[src/rtl/vram_fetch_pkg.sv]
// ----------------------------------------------------------------------------
// Package : vram_fetch_pkg
// Shared FSM state encoding and pair width for the VRAM fetch block.
// Rev     : 1.0
// ----------------------------------------------------------------------------
`default_nettype none

package vram_fetch_pkg;

   localparam int unsigned c_pair_w = 16;

   typedef logic [1:0] fetch_state_t;

   localparam fetch_state_t c_st_idle  = 2'd0;
   localparam fetch_state_t c_st_char  = 2'd1;
   localparam fetch_state_t c_st_attr  = 2'd2;
   localparam fetch_state_t c_st_drain = 2'd3;

endpackage

`default_nettype wire

[src/rtl/vram_fetch_if.sv]
// ----------------------------------------------------------------------------
// Interface : vram_fetch_if
// Run control, RAM port and output pair stream of the VRAM fetch block.
// Rev       : 1.0
// ----------------------------------------------------------------------------
`default_nettype none

interface vram_fetch_if #(
   parameter int AW = 14
);
   logic          start;
   logic [AW-1:0] base_addr;
   logic [7:0]    count;
   logic          busy;
   logic          done;
   logic          ram_ce;
   logic          ram_we;
   logic [7:0]    ram_di;
   logic [AW-1:0] ram_a;
   logic [7:0]    ram_do;
   logic          out_valid;
   logic          out_ready;
   logic [7:0]    out_char;
   logic [7:0]    out_attr;

   modport master (
      input  start, base_addr, count, ram_do, out_ready,
      output busy, done, ram_ce, ram_we, ram_di, ram_a,
             out_valid, out_char, out_attr
   );

   modport slave (
      output start, base_addr, count, ram_do, out_ready,
      input  busy, done, ram_ce, ram_we, ram_di, ram_a,
             out_valid, out_char, out_attr
   );
endinterface

`default_nettype wire

[src/rtl/vram_fetch_fifo_sync.sv]
// ----------------------------------------------------------------------------
// Module : vram_fetch_fifo_sync
// Synchronous first-word fall-through FIFO; head reads as zero when empty.
// Rev    : 1.0
// ----------------------------------------------------------------------------
`default_nettype none

module vram_fetch_fifo_sync #(
   parameter int WIDTH      = 16,
   parameter int LOG2_DEPTH = 2
) (
   input  wire logic                  clock,
   input  wire logic                  reset,
   input  wire logic                  push,
   input  wire logic [WIDTH-1:0]      din,
   input  wire logic                  pop,
   output logic      [WIDTH-1:0]      dout,
   output logic                       full,
   output logic                       empty,
   output logic      [LOG2_DEPTH:0]   count
);

   localparam logic [LOG2_DEPTH:0] c_depth = (LOG2_DEPTH+1)'(2**LOG2_DEPTH);

   logic [WIDTH-1:0]      r_mem [2**LOG2_DEPTH];
   logic [LOG2_DEPTH-1:0] r_wr_ptr;
   logic [LOG2_DEPTH-1:0] r_rd_ptr;
   logic [LOG2_DEPTH:0]   r_count;
   logic                  w_wr;
   logic                  w_rd;

   assign full  = (r_count == c_depth);
   assign empty = (r_count == '0);
   assign count = r_count;
   assign w_rd  = pop && !empty;
   // A pop in the same cycle makes room, so a push into a full FIFO is still safe.
   assign w_wr  = push && (!full || w_rd);
   assign dout  = empty ? '0 : r_mem[r_rd_ptr];

   always_ff @(posedge clock) begin
      if (w_wr) begin
         r_mem[r_wr_ptr] <= din;
      end
   end

   always_ff @(posedge clock) begin
      if (reset) begin
         r_wr_ptr <= '0;
         r_rd_ptr <= '0;
         r_count  <= '0;
      end else begin
         if (w_wr) begin
            r_wr_ptr <= r_wr_ptr + LOG2_DEPTH'(1);
         end
         if (w_rd) begin
            r_rd_ptr <= r_rd_ptr + LOG2_DEPTH'(1);
         end
         case ({w_wr, w_rd})
            2'b10:   r_count <= r_count + (LOG2_DEPTH+1)'(1);
            2'b01:   r_count <= r_count - (LOG2_DEPTH+1)'(1);
            default: r_count <= r_count;
         endcase
      end
   end

endmodule

`default_nettype wire

[src/rtl/vram_fetch.sv]
// ----------------------------------------------------------------------------
// Module : vram_fetch
// Reads char/attr byte pairs from video RAM into a ready/valid output FIFO.
// Rev    : 1.0
// ----------------------------------------------------------------------------
`default_nettype none

module vram_fetch
   import vram_fetch_pkg::*;
#(
   parameter int AW = 14,
   parameter int FD = 2
) (
   input wire logic     clock,
   input wire logic     reset,
   vram_fetch_if.master bus
);

   fetch_state_t  r_state;
   fetch_state_t  w_next_state;
   logic [AW-1:0] r_addr;
   logic [AW-1:0] r_a_hold;
   logic [7:0]    r_rem;
   logic [7:0]    r_char_hold;
   logic          r_land;
   logic          r_done;
   logic          w_issue_ok;
   logic          w_ce;
   logic          w_busy;
   logic          w_pop;
   logic          w_full;
   logic          w_empty;
   logic [FD:0]   w_occ;
   logic [c_pair_w-1:0] w_head;

   localparam logic [FD:0] c_last_slot = (FD+1)'(2**FD - 1);

   // A pair landing this cycle already claims a slot, so leave one more free.
   assign w_issue_ok = r_land ? (w_occ < c_last_slot) : !w_full;

   always_ff @(posedge clock) begin
      if (reset) begin
         r_state <= c_st_idle;
      end else begin
         r_state <= w_next_state;
      end
   end

   always_comb begin
      w_next_state = r_state;
      case (r_state)
         c_st_idle:  if (bus.start && (bus.count != 8'd0)) w_next_state = c_st_char;
         c_st_char:  if (w_issue_ok) w_next_state = c_st_attr;
         c_st_attr:  w_next_state = (r_rem == 8'd1) ? c_st_drain : c_st_char;
         c_st_drain: w_next_state = c_st_idle;
         default:    w_next_state = c_st_idle;
      endcase
   end

   always_comb begin
      w_ce   = 1'b0;
      w_busy = 1'b1;
      case (r_state)
         c_st_idle:  w_busy = 1'b0;
         c_st_char:  w_ce   = w_issue_ok;
         c_st_attr:  w_ce   = 1'b1;
         default:    w_ce   = 1'b0;
      endcase
   end

   always_ff @(posedge clock) begin
      if (reset) begin
         r_addr      <= '0;
         r_a_hold    <= '0;
         r_rem       <= '0;
         r_char_hold <= '0;
         r_land      <= 1'b0;
         r_done      <= 1'b0;
      end else begin
         r_land <= (r_state == c_st_attr);
         r_done <= (r_state == c_st_drain) ||
                   ((r_state == c_st_idle) && bus.start && (bus.count == 8'd0));
         if ((r_state == c_st_idle) && bus.start) begin
            r_addr <= bus.base_addr;
            r_rem  <= bus.count;
         end else if (w_ce) begin
            r_addr <= r_addr + AW'(1);
         end
         if (w_ce) begin
            r_a_hold <= r_addr;
         end
         if (r_state == c_st_attr) begin
            r_char_hold <= bus.ram_do;
            r_rem       <= r_rem - 8'd1;
         end
      end
   end

   assign w_pop = !w_empty && bus.out_ready;

   vram_fetch_fifo_sync #(
      .WIDTH      (c_pair_w),
      .LOG2_DEPTH (FD)
   ) u_fifo (
      .clock (clock),
      .reset (reset),
      .push  (r_land),
      .din   ({r_char_hold, bus.ram_do}),
      .pop   (w_pop),
      .dout  (w_head),
      .full  (w_full),
      .empty (w_empty),
      .count (w_occ)
   );

   assign bus.busy      = w_busy;
   assign bus.done      = r_done;
   assign bus.ram_ce    = w_ce;
   assign bus.ram_we    = 1'b0;
   assign bus.ram_di    = 8'd0;
   assign bus.ram_a     = w_ce ? r_addr : r_a_hold;
   assign bus.out_valid = !w_empty;
   assign bus.out_char  = w_head[15:8];
   assign bus.out_attr  = w_head[7:0];

endmodule

`default_nettype wire
[src/flat_wrapper.sv]
// flat-port wrapper written by rule: the top's interface ports become plain ports
module vram_fetch_flat import vram_fetch_pkg::*;
#(
   parameter int AW = 14,
   parameter int FD = 2
)
  (clock, reset, bus_start, bus_base_addr, bus_count, bus_ram_do, bus_out_ready, bus_busy, bus_done, bus_ram_ce, bus_ram_we, bus_ram_di, bus_ram_a, bus_out_valid, bus_out_char, bus_out_attr);
  vram_fetch_if #(.AW(AW)) bus_i ();
  input wire logic clock;
  input wire logic reset;
  input wire logic [$bits(bus_i.start)-1:0] bus_start;
  input wire logic [$bits(bus_i.base_addr)-1:0] bus_base_addr;
  input wire logic [$bits(bus_i.count)-1:0] bus_count;
  input wire logic [$bits(bus_i.ram_do)-1:0] bus_ram_do;
  input wire logic [$bits(bus_i.out_ready)-1:0] bus_out_ready;
  output wire logic [$bits(bus_i.busy)-1:0] bus_busy;
  output wire logic [$bits(bus_i.done)-1:0] bus_done;
  output wire logic [$bits(bus_i.ram_ce)-1:0] bus_ram_ce;
  output wire logic [$bits(bus_i.ram_we)-1:0] bus_ram_we;
  output wire logic [$bits(bus_i.ram_di)-1:0] bus_ram_di;
  output wire logic [$bits(bus_i.ram_a)-1:0] bus_ram_a;
  output wire logic [$bits(bus_i.out_valid)-1:0] bus_out_valid;
  output wire logic [$bits(bus_i.out_char)-1:0] bus_out_char;
  output wire logic [$bits(bus_i.out_attr)-1:0] bus_out_attr;
  assign bus_i.start = bus_start;
  assign bus_i.base_addr = bus_base_addr;
  assign bus_i.count = bus_count;
  assign bus_i.ram_do = bus_ram_do;
  assign bus_i.out_ready = bus_out_ready;
  assign bus_busy = bus_i.busy;
  assign bus_done = bus_i.done;
  assign bus_ram_ce = bus_i.ram_ce;
  assign bus_ram_we = bus_i.ram_we;
  assign bus_ram_di = bus_i.ram_di;
  assign bus_ram_a = bus_i.ram_a;
  assign bus_out_valid = bus_i.out_valid;
  assign bus_out_char = bus_i.out_char;
  assign bus_out_attr = bus_i.out_attr;
  vram_fetch #(.AW(AW), .FD(FD)) u_core (.clock(clock), .reset(reset), .bus(bus_i));
endmodule
[config.mk]
export PLATFORM = sky130hd
export DESIGN_NAME = vram_fetch_flat
export DESIGN_NICKNAME = d
export VERILOG_FILES = /design/src/rtl/vram_fetch_pkg.sv /design/src/rtl/vram_fetch_if.sv /design/src/rtl/vram_fetch_fifo_sync.sv /design/src/rtl/vram_fetch.sv /design/src/flat_wrapper.sv
export SDC_FILE = /design/constraint.sdc
export NUM_CORES = 1
export LEC_CHECK = 0
export CORE_UTILIZATION = 50
export CTS_BUF_LIST = sky130_fd_sc_hd__clkbuf_2 sky130_fd_sc_hd__clkbuf_4 sky130_fd_sc_hd__clkbuf_8
export CTS_CLUSTER_DIAMETER = 50
export DETAILED_ROUTE_END_ITERATION = 8
export PLACE_DENSITY = 0.74
export SKIP_LAST_GASP = 1
export SYNTH_ARGS = -nofsm -noshare
export SYNTH_HDL_FRONTEND = slang
export SYNTH_HIERARCHICAL = 1
export SYNTH_SLANG_ARGS = --single-unit
[constraint.sdc]
create_clock -name clock -period 5.5 [get_ports clock]
set_input_delay 1.1 -clock clock [delete_from_list [all_inputs] [get_ports clock]]
set_output_delay 1.1 -clock clock [all_outputs]
set_load 0.03 [all_outputs]
==> reports/metrics.cfg, run 1 <==
[floorplan]
die_w_um=106
start_util_pct=52.1
dieArea_um2=11300
chipHeight_um=106
rows=37
ios=77
core_um2=10400

[clock_network]
postCtsSetupBuffers=0
cts_buffer_depth=2
clk_pin_slew_ps=70
htreeDepth=4
cts.sink_count=121
clockRootBuffer=clkbuf_8
postCtsHoldBufs=0
tritoncts=yes
numCtsBuffers=17
clk_latency_ps=410
cts_resized=0

[cells_and_area]
num_antenna_cells=0
layout_common_cells=clkdlybuf4s50_1 (66), edfxtp_1 (64), dfxtp_1 (57), nor2_1 (35), nor2b_1 (29)
finalNonFillerCells=639
stdcell_area_um2=6560
mostFrequentLayoutCell=clkdlybuf4s50_1
fillCellCount=824
area_delta_synth_final_pct=20.9
finalNetCount=538
drive_gt1_share_pct=14.7

[power_and_ir_drop]
p_per_area_nw_per_um2=345
max-vdd-ir-drop_v=0.000175
pwr-share-seq_pct=46.4
internal_power_uw=1630
combPwrFrac_pct=16.9
switching_share_pct=27.8
switching_power_uw=628
p_leak_uw=0.00221
clkPwrFrac_pct=36.7

[global_routing]
grt_use_total_pct=19.2
grt_pass1_wl_mm=16.7
grt_util_met3_pct=4.05
met2_usage_pct=32.3
grt_max_degree=60
grt_overflow_total=0
use_met1_pct=24.0
grt.busiest_layer=met2
antenna_found_initial=0
grt_pass1_vias=3547

[timing]
setup_slack_ps=1220
slew_headroom_pct=27.8
min_period_ps=4280
final_hold_viol_count=0
rsz0062_at_grt=false
skew_ps=12.0
tns_ps=0
setup_viol=0
fmax_mhz=234
max_slew.worst_pin.slew_ps=1080
period_share_pct=77.9
slew_viol_final=0

[synthesis]
synth.avg_cell_area_um2=12.8
ys_types=55
ys_warn_count=6
ys_ff_latch=121
yosysSeqAreaShare_pct=56.5
synth_cells=424
synthFlopType=edfxtp_1
synthArstFlopShare_pct=0
synth_edf_count=64
synthesis.area_um2=5420

[placed_design]
dp_cells=607
port_buffers=67
place_area_um2=6140
place_ws_ps=1650
hpwl_mm=6.45
gp_congestion=0.784

[setup_path]
reg2regPathDepth=12
cp_max_fo=16
endpoint_kind=output pin
cp.arrival_ps=3180
cp-start-kind=flip-flop
required_ps=4400
critical_path_class=reg -> out

[route]
wl_per_cell_um=15.4
finalWirelength_mm=9.85
drt_iter0_markers=167
drt_first_pass_iters=4
num_vias=3418
drc=0
via_per_inst=5.35
postRouteAntennaNets=0

[job]
cap_viol_max_count=0

[hold_path]
min_path_cells=2
hp-class=reg -> reg

[status]
status=finished clean

==> worst max-delay path: stages, from the launching register on <==
cell	delay (ps)
dfxtp_1	390
nor3b_2	250
nor2_1	100
a211oi_2	690
nor2_2	350
mux2_2	320
clkdlybuf4s50_1	670
==> area by class of cell <==
type / instances / area, um^2 / area share, %
sequential: 121 / 3060 / 46.7
clock inverter: 15 / 189 / 2.88
multi-input combinational: 264 / 2150 / 32.8
clock buffer: 17 / 234 / 3.57
tap: 136 / 170 / 2.59
inverter: 15 / 56.3 / 0.858
timing repair buffer: 71 / 696 / 10.6
==> cells by family (layout without fill, tap and decap cells) <==
kind of cell | Yosys count | after routing | synth area share, %
other | 1 | 9 | 0.0691
AO/OA/AOI/OAI | 52 | 52 | 6.92
multiplexers | 40 | 40 | 11.8
flip-flops | 121 | 121 | 56.5
adder cells (fa/ha/maj) | 14 | 14 | 3.37
buffers and inverters | 47 | 118 | 4.52
AND/OR/NAND/NOR | 130 | 130 | 13.7
XOR/XNOR | 19 | 19 | 3.07
==> state kept, by name (all words and copies together), names as in the netlist, named ones only <==
signal / count
u_core/r_char_hold: 8
u_core/r_land: 1
u_core/u_fifo/r_rd_ptr: 2
u_core/u_fifo/count: 3
u_core/u_fifo/r_mem: 64
u_core/r_state: 2
u_core/r_addr: 14
u_core/u_fifo/r_wr_ptr: 2
u_core/r_a_hold: 14
u_core/bus.done: 1
u_core/r_rem: 8
==> cells in the mapped netlist (all sizes together) (2+ instances only) <==
library cell | n | area, um^2
mux2i | 9 | 90.1
and4 | 2 | 17.5
nor2b | 33 | 231
xnor2 | 17 | 149
dfxtp | 57 | 1140
inv | 15 | 56.3
nor3b | 3 | 27.5
nand4 | 3 | 18.8
clkbuf | 14 | 56.3
nand2 | 6 | 22.5
nor3 | 9 | 45.0
nor4 | 6 | 37.5
ha | 13 | 163
mux2 | 15 | 169
nand3 | 9 | 45.0
xor2 | 2 | 17.5
a21oi | 10 | 50.1
a211oi | 24 | 185
buf | 18 | 133
and3 | 6 | 37.5
o22ai | 2 | 12.5
mux4 | 16 | 383
a311oi | 2 | 17.5
or3 | 5 | 36.3
nand2b | 4 | 25.0
or4 | 2 | 15.0
nor2 | 36 | 138
edfxtp | 64 | 1920
o21ai | 6 | 33.8
and2 | 4 | 25.0
==> metrics by stage <==
step,util [%],hold WS (ps),total power [uW]
floorplan,-,459,1330
global placement,58.9,467,1440
detailed placement,58.9,489,1450
CTS,63.0,505,2280
global route,63.0,526,2360
finish,63.0,502,2260
==> worst paths after layout <==
kind | start | end | slack, ps
max reg2reg | u_core/u_fifo/count[1]$_SDFFE_PP0P_ | u_core/u_fifo/count[2]$_SDFFE_PP0P_ | 2880
min reg2reg | u_core/u_fifo/r_rd_ptr[1]$_SDFFE_PP0P_ | flip-flop | 500
min | u_core/u_fifo/r_rd_ptr[1]$_SDFFE_PP0P_ | flip-flop | 500
max | u_core/u_fifo/count[2]$_SDFFE_PP0P_ | bus_ram_a[11] | 1220
==> per-layer routing <==
layer	routed length (um)	vias up
li1	-	1673
met1	4410	1657
met2	4960	82
met3	400	6
met4	74	0
met5	0	-
==> power by group through the flow <==
stage	combinational, uW	sequential [uW]	clock (uW)
finish	381	1050	830
global route	415	1060	887
CTS	383	1050	849
detailed placement	380	1070	0
global placement	372	1070	0
floorplan	276	1050	0
(Power assumes the default switching activity.)
==> run 2, diff against run 1 <==
--- a/config.mk
+++ b/config.mk
@@ -9,7 +9,7 @@
 export CTS_BUF_LIST = sky130_fd_sc_hd__clkbuf_2 sky130_fd_sc_hd__clkbuf_4 sky130_fd_sc_hd__clkbuf_8
 export CTS_CLUSTER_DIAMETER = 50
 export DETAILED_ROUTE_END_ITERATION = 8
-export PLACE_DENSITY = 0.74
+export PLACE_DENSITY = 0.77
 export SKIP_LAST_GASP = 1
 export SYNTH_ARGS = -nofsm -noshare
 export SYNTH_HDL_FRONTEND = slang
==> constraint.sdc (replaced) <==
create_clock -name clock -period 3.75 [get_ports clock]
set_input_delay 0.75 -clock clock [delete_from_list [all_inputs] [get_ports clock]]
set_output_delay 0.75 -clock clock [all_outputs]
set_load 0.03 [all_outputs]
==> run 2 against run 1 <==
  * Sequential share of layout area decreased by 0.58 points
  * Setup slack got worse by 1000 ps
  * Sequential power increased by 47%
  * Clock power increased by 52%
  * Die area unchanged
  * Design area increased by 1.3%
  * Register-to-register slack got worse by 1800 ps
  * Total power increased by 49%
  * Global-route usage decreased by 0.37 points
  * Largest cell class unchanged
==> reports/metrics.cfg, run 2 (synthesized netlist as in run 1, its figures left out) <==
[floorplan]
dieArea_um2=11300
ios=77
chipHeight_um=106
start_util_pct=52.1
die_w_um=106
core_um2=10400
rows=37

[setup_path]
crit_end=bus_ram_a[4]
cp_max_fo=19
endpoint_kind=output pin
crit_path_cell_trace=nor3b_2, nor2_1, a211oi_2, buf_4, nor2_2, buf_4, mux2_2, clkdlybuf4s50_1
rrSetupSlack_ps=1120
required_ps=3000
reg2regPathDepth=12
cp.arrival_ps=2820
cp_slowest_cell=clkdlybuf4s50_1
cp_common_cell=buf_4
critPathTopFamily=buffers and inverters
path_buf_inv=3
worstReg2RegStart=u_core/u_fifo/count[1]$_SDFFE_PP0P_
path_depth=8
cp-start-kind=flip-flop
cpPeakStageDelay_ps=660
r2r_end=u_core/u_fifo/count[2]$_SDFFE_PP0P_
critical_path_class=reg -> out
setup.worst_path.start=u_core/u_fifo/count[2]$_SDFFE_PP0P_

[cells_and_area]
top_register=u_core/u_fifo/r_mem
fillCellCount=816
finalNonFillerCells=646
finalNetCount=545
multi_input_area_um2=2150
mostFrequentLayoutCell=edfxtp_1
area_delta_synth_final_pct=22.4
reg.largest.list=u_core/u_fifo/r_mem (64), u_core/r_a_hold (14), u_core/r_addr (14)
num_antenna_cells=0
stdcell_area_um2=6640
largest_register_ffs=64
drive_gt1_share_pct=16.5
regArea_um2=3060
layout_common_cells=edfxtp_1 (64), clkdlybuf4s50_1 (60), dfxtp_1 (57), nor2_1 (35), nor2b_1 (29)

[clock_network]
clk_pin_slew_ps=80
postCtsHoldBufs=0
tritoncts=yes
postCtsSetupBuffers=0
cts.sink_count=121
clk_latency_ps=420
clockRootBuffer=clkbuf_8
cts_buffer_depth=2
htreeDepth=4
numCtsBuffers=17

[route]
postRouteAntennaNets=0
finalWirelength_mm=9.95
drt_first_pass_iters=5
dr_wl_met2_mm=4.95
via_per_inst=5.31
wl_met1_mm=4.51
num_vias=3428
top_layer_used=met4
drc=0
wl_per_cell_um=15.4
drt_iter0_markers=131
wl_met3_um=384

[power_and_ir_drop]
p_total_uw=3360
p_leak_uw=0.00234
p_per_area_nw_per_um2=506
max-vdd-ir-drop_v=0.000282

[timing]
skew_ps=12.0
slew_headroom_pct=26.7
final_hold_viol_count=0
slew_viol_final=0
min_period_ps=3570
holdWs_ps=494
fmax_mhz=280
period_share_pct=95.2
max_slew.worst_pin.slew_ps=1100
tns_ps=0
setup_viol=0
rsz0062_at_grt=false

[global_routing]
grt_overflow_total=0
grt_pass1_vias=3412
grt_max_degree=60
grt_pass1_wl_mm=16.4
antenna_found_initial=0
grt_use_total_pct=18.8

[placed_design]
dp_cells=614
port_buffers=67
place_area_um2=6190
gp_congestion=0.781
hpwl_mm=6.69

[status]
status=finished clean

[hold_path]
hp-class=reg -> reg

[job]
cap_viol_max_count=0

## run 2: changes by cell type in the layout (fill, tap and decap cells not counted), moves of 2 or more
cell,delta
inv_6,+2
buf_4,+8
clkinv_4,-3
dlymetal6s2s_1,+5
clkdlybuf4s50_1,-6
## run 2: how the worst min path moves through the flow
stage / from / endpoint / slack (ps) / depth (start not counted)
after floorplan: u_core/u_fifo/r_rd_ptr[1]$_SDFFE_PP0P_ / flip-flop / 460 / 2
after global placement: u_core/u_fifo/r_rd_ptr[1]$_SDFFE_PP0P_ / u_core/u_fifo/r_rd_ptr[1]$_SDFFE_PP0P_ / 470 / 2
after detailed placement: u_core/u_fifo/r_rd_ptr[1]$_SDFFE_PP0P_ / u_core/u_fifo/r_rd_ptr[1]$_SDFFE_PP0P_ / 500 / 2
after CTS: u_core/r_char_hold[3]$_SDFFE_PP0P_ / u_core/u_fifo/r_mem[2][11]$_DFFE_PP_ / 500 / 0
after global routing: u_core/r_char_hold[3]$_SDFFE_PP0P_ / u_core/u_fifo/r_mem[1][11]$_DFFE_PP_ / 510 / 0
final: u_core/u_fifo/r_rd_ptr[1]$_SDFFE_PP0P_ / u_core/u_fifo/r_rd_ptr[1]$_SDFFE_PP0P_ / 490 / 2
## run 2: repair_timing
| item | CTS | global route |
|---|---|---|
| endpoints found under the setup margin | 0 | 14 |
| gates resized for setup | 0 | 6 |
| endpoints found under the hold margin | 0 | 0 |
## run 2: final cells by class
class / count / share of cell area, %
Multi-Input combinational cell: 264 / 32.4
Clock inverter: 15 / 3.11
Clock buffer: 17 / 3.52
Tap cell: 136 / 2.56
Inverter: 15 / 0.848
Sequential cell: 121 / 46.1
Timing Repair Buffer: 78 / 11.4
## run 2: worst min-delay path: stages, from the launching register on
cell and delay (ps):
dfxtp_1 310, o21ai_0 60, a21oi_1 70
## run 2: metal layers
layer	vias up	global-route usage [%]
li1	1698	-
met1	1646	24.0
met2	76	31.2
met3	8	3.86
met4	0	7.74
met5	-	0
## run 2: power breakdown
part | internal (uW) | switching, uW | total (uW)
Clock | 688 | 573 | 1260
Combinational | 253 | 311 | 564
Sequential | 1470 | 72.1 | 1540
Total | 2410 | 955 | 3360
## run 2: metrics by stage
stage | util, % | setup WS (ps)
after floorplan | - | 1130
after global placement | 59.4 | 667
after detailed placement | 59.4 | 571
after CTS | 63.6 | 104
after global routing | 63.8 | 0.398
final | 63.8 | 181
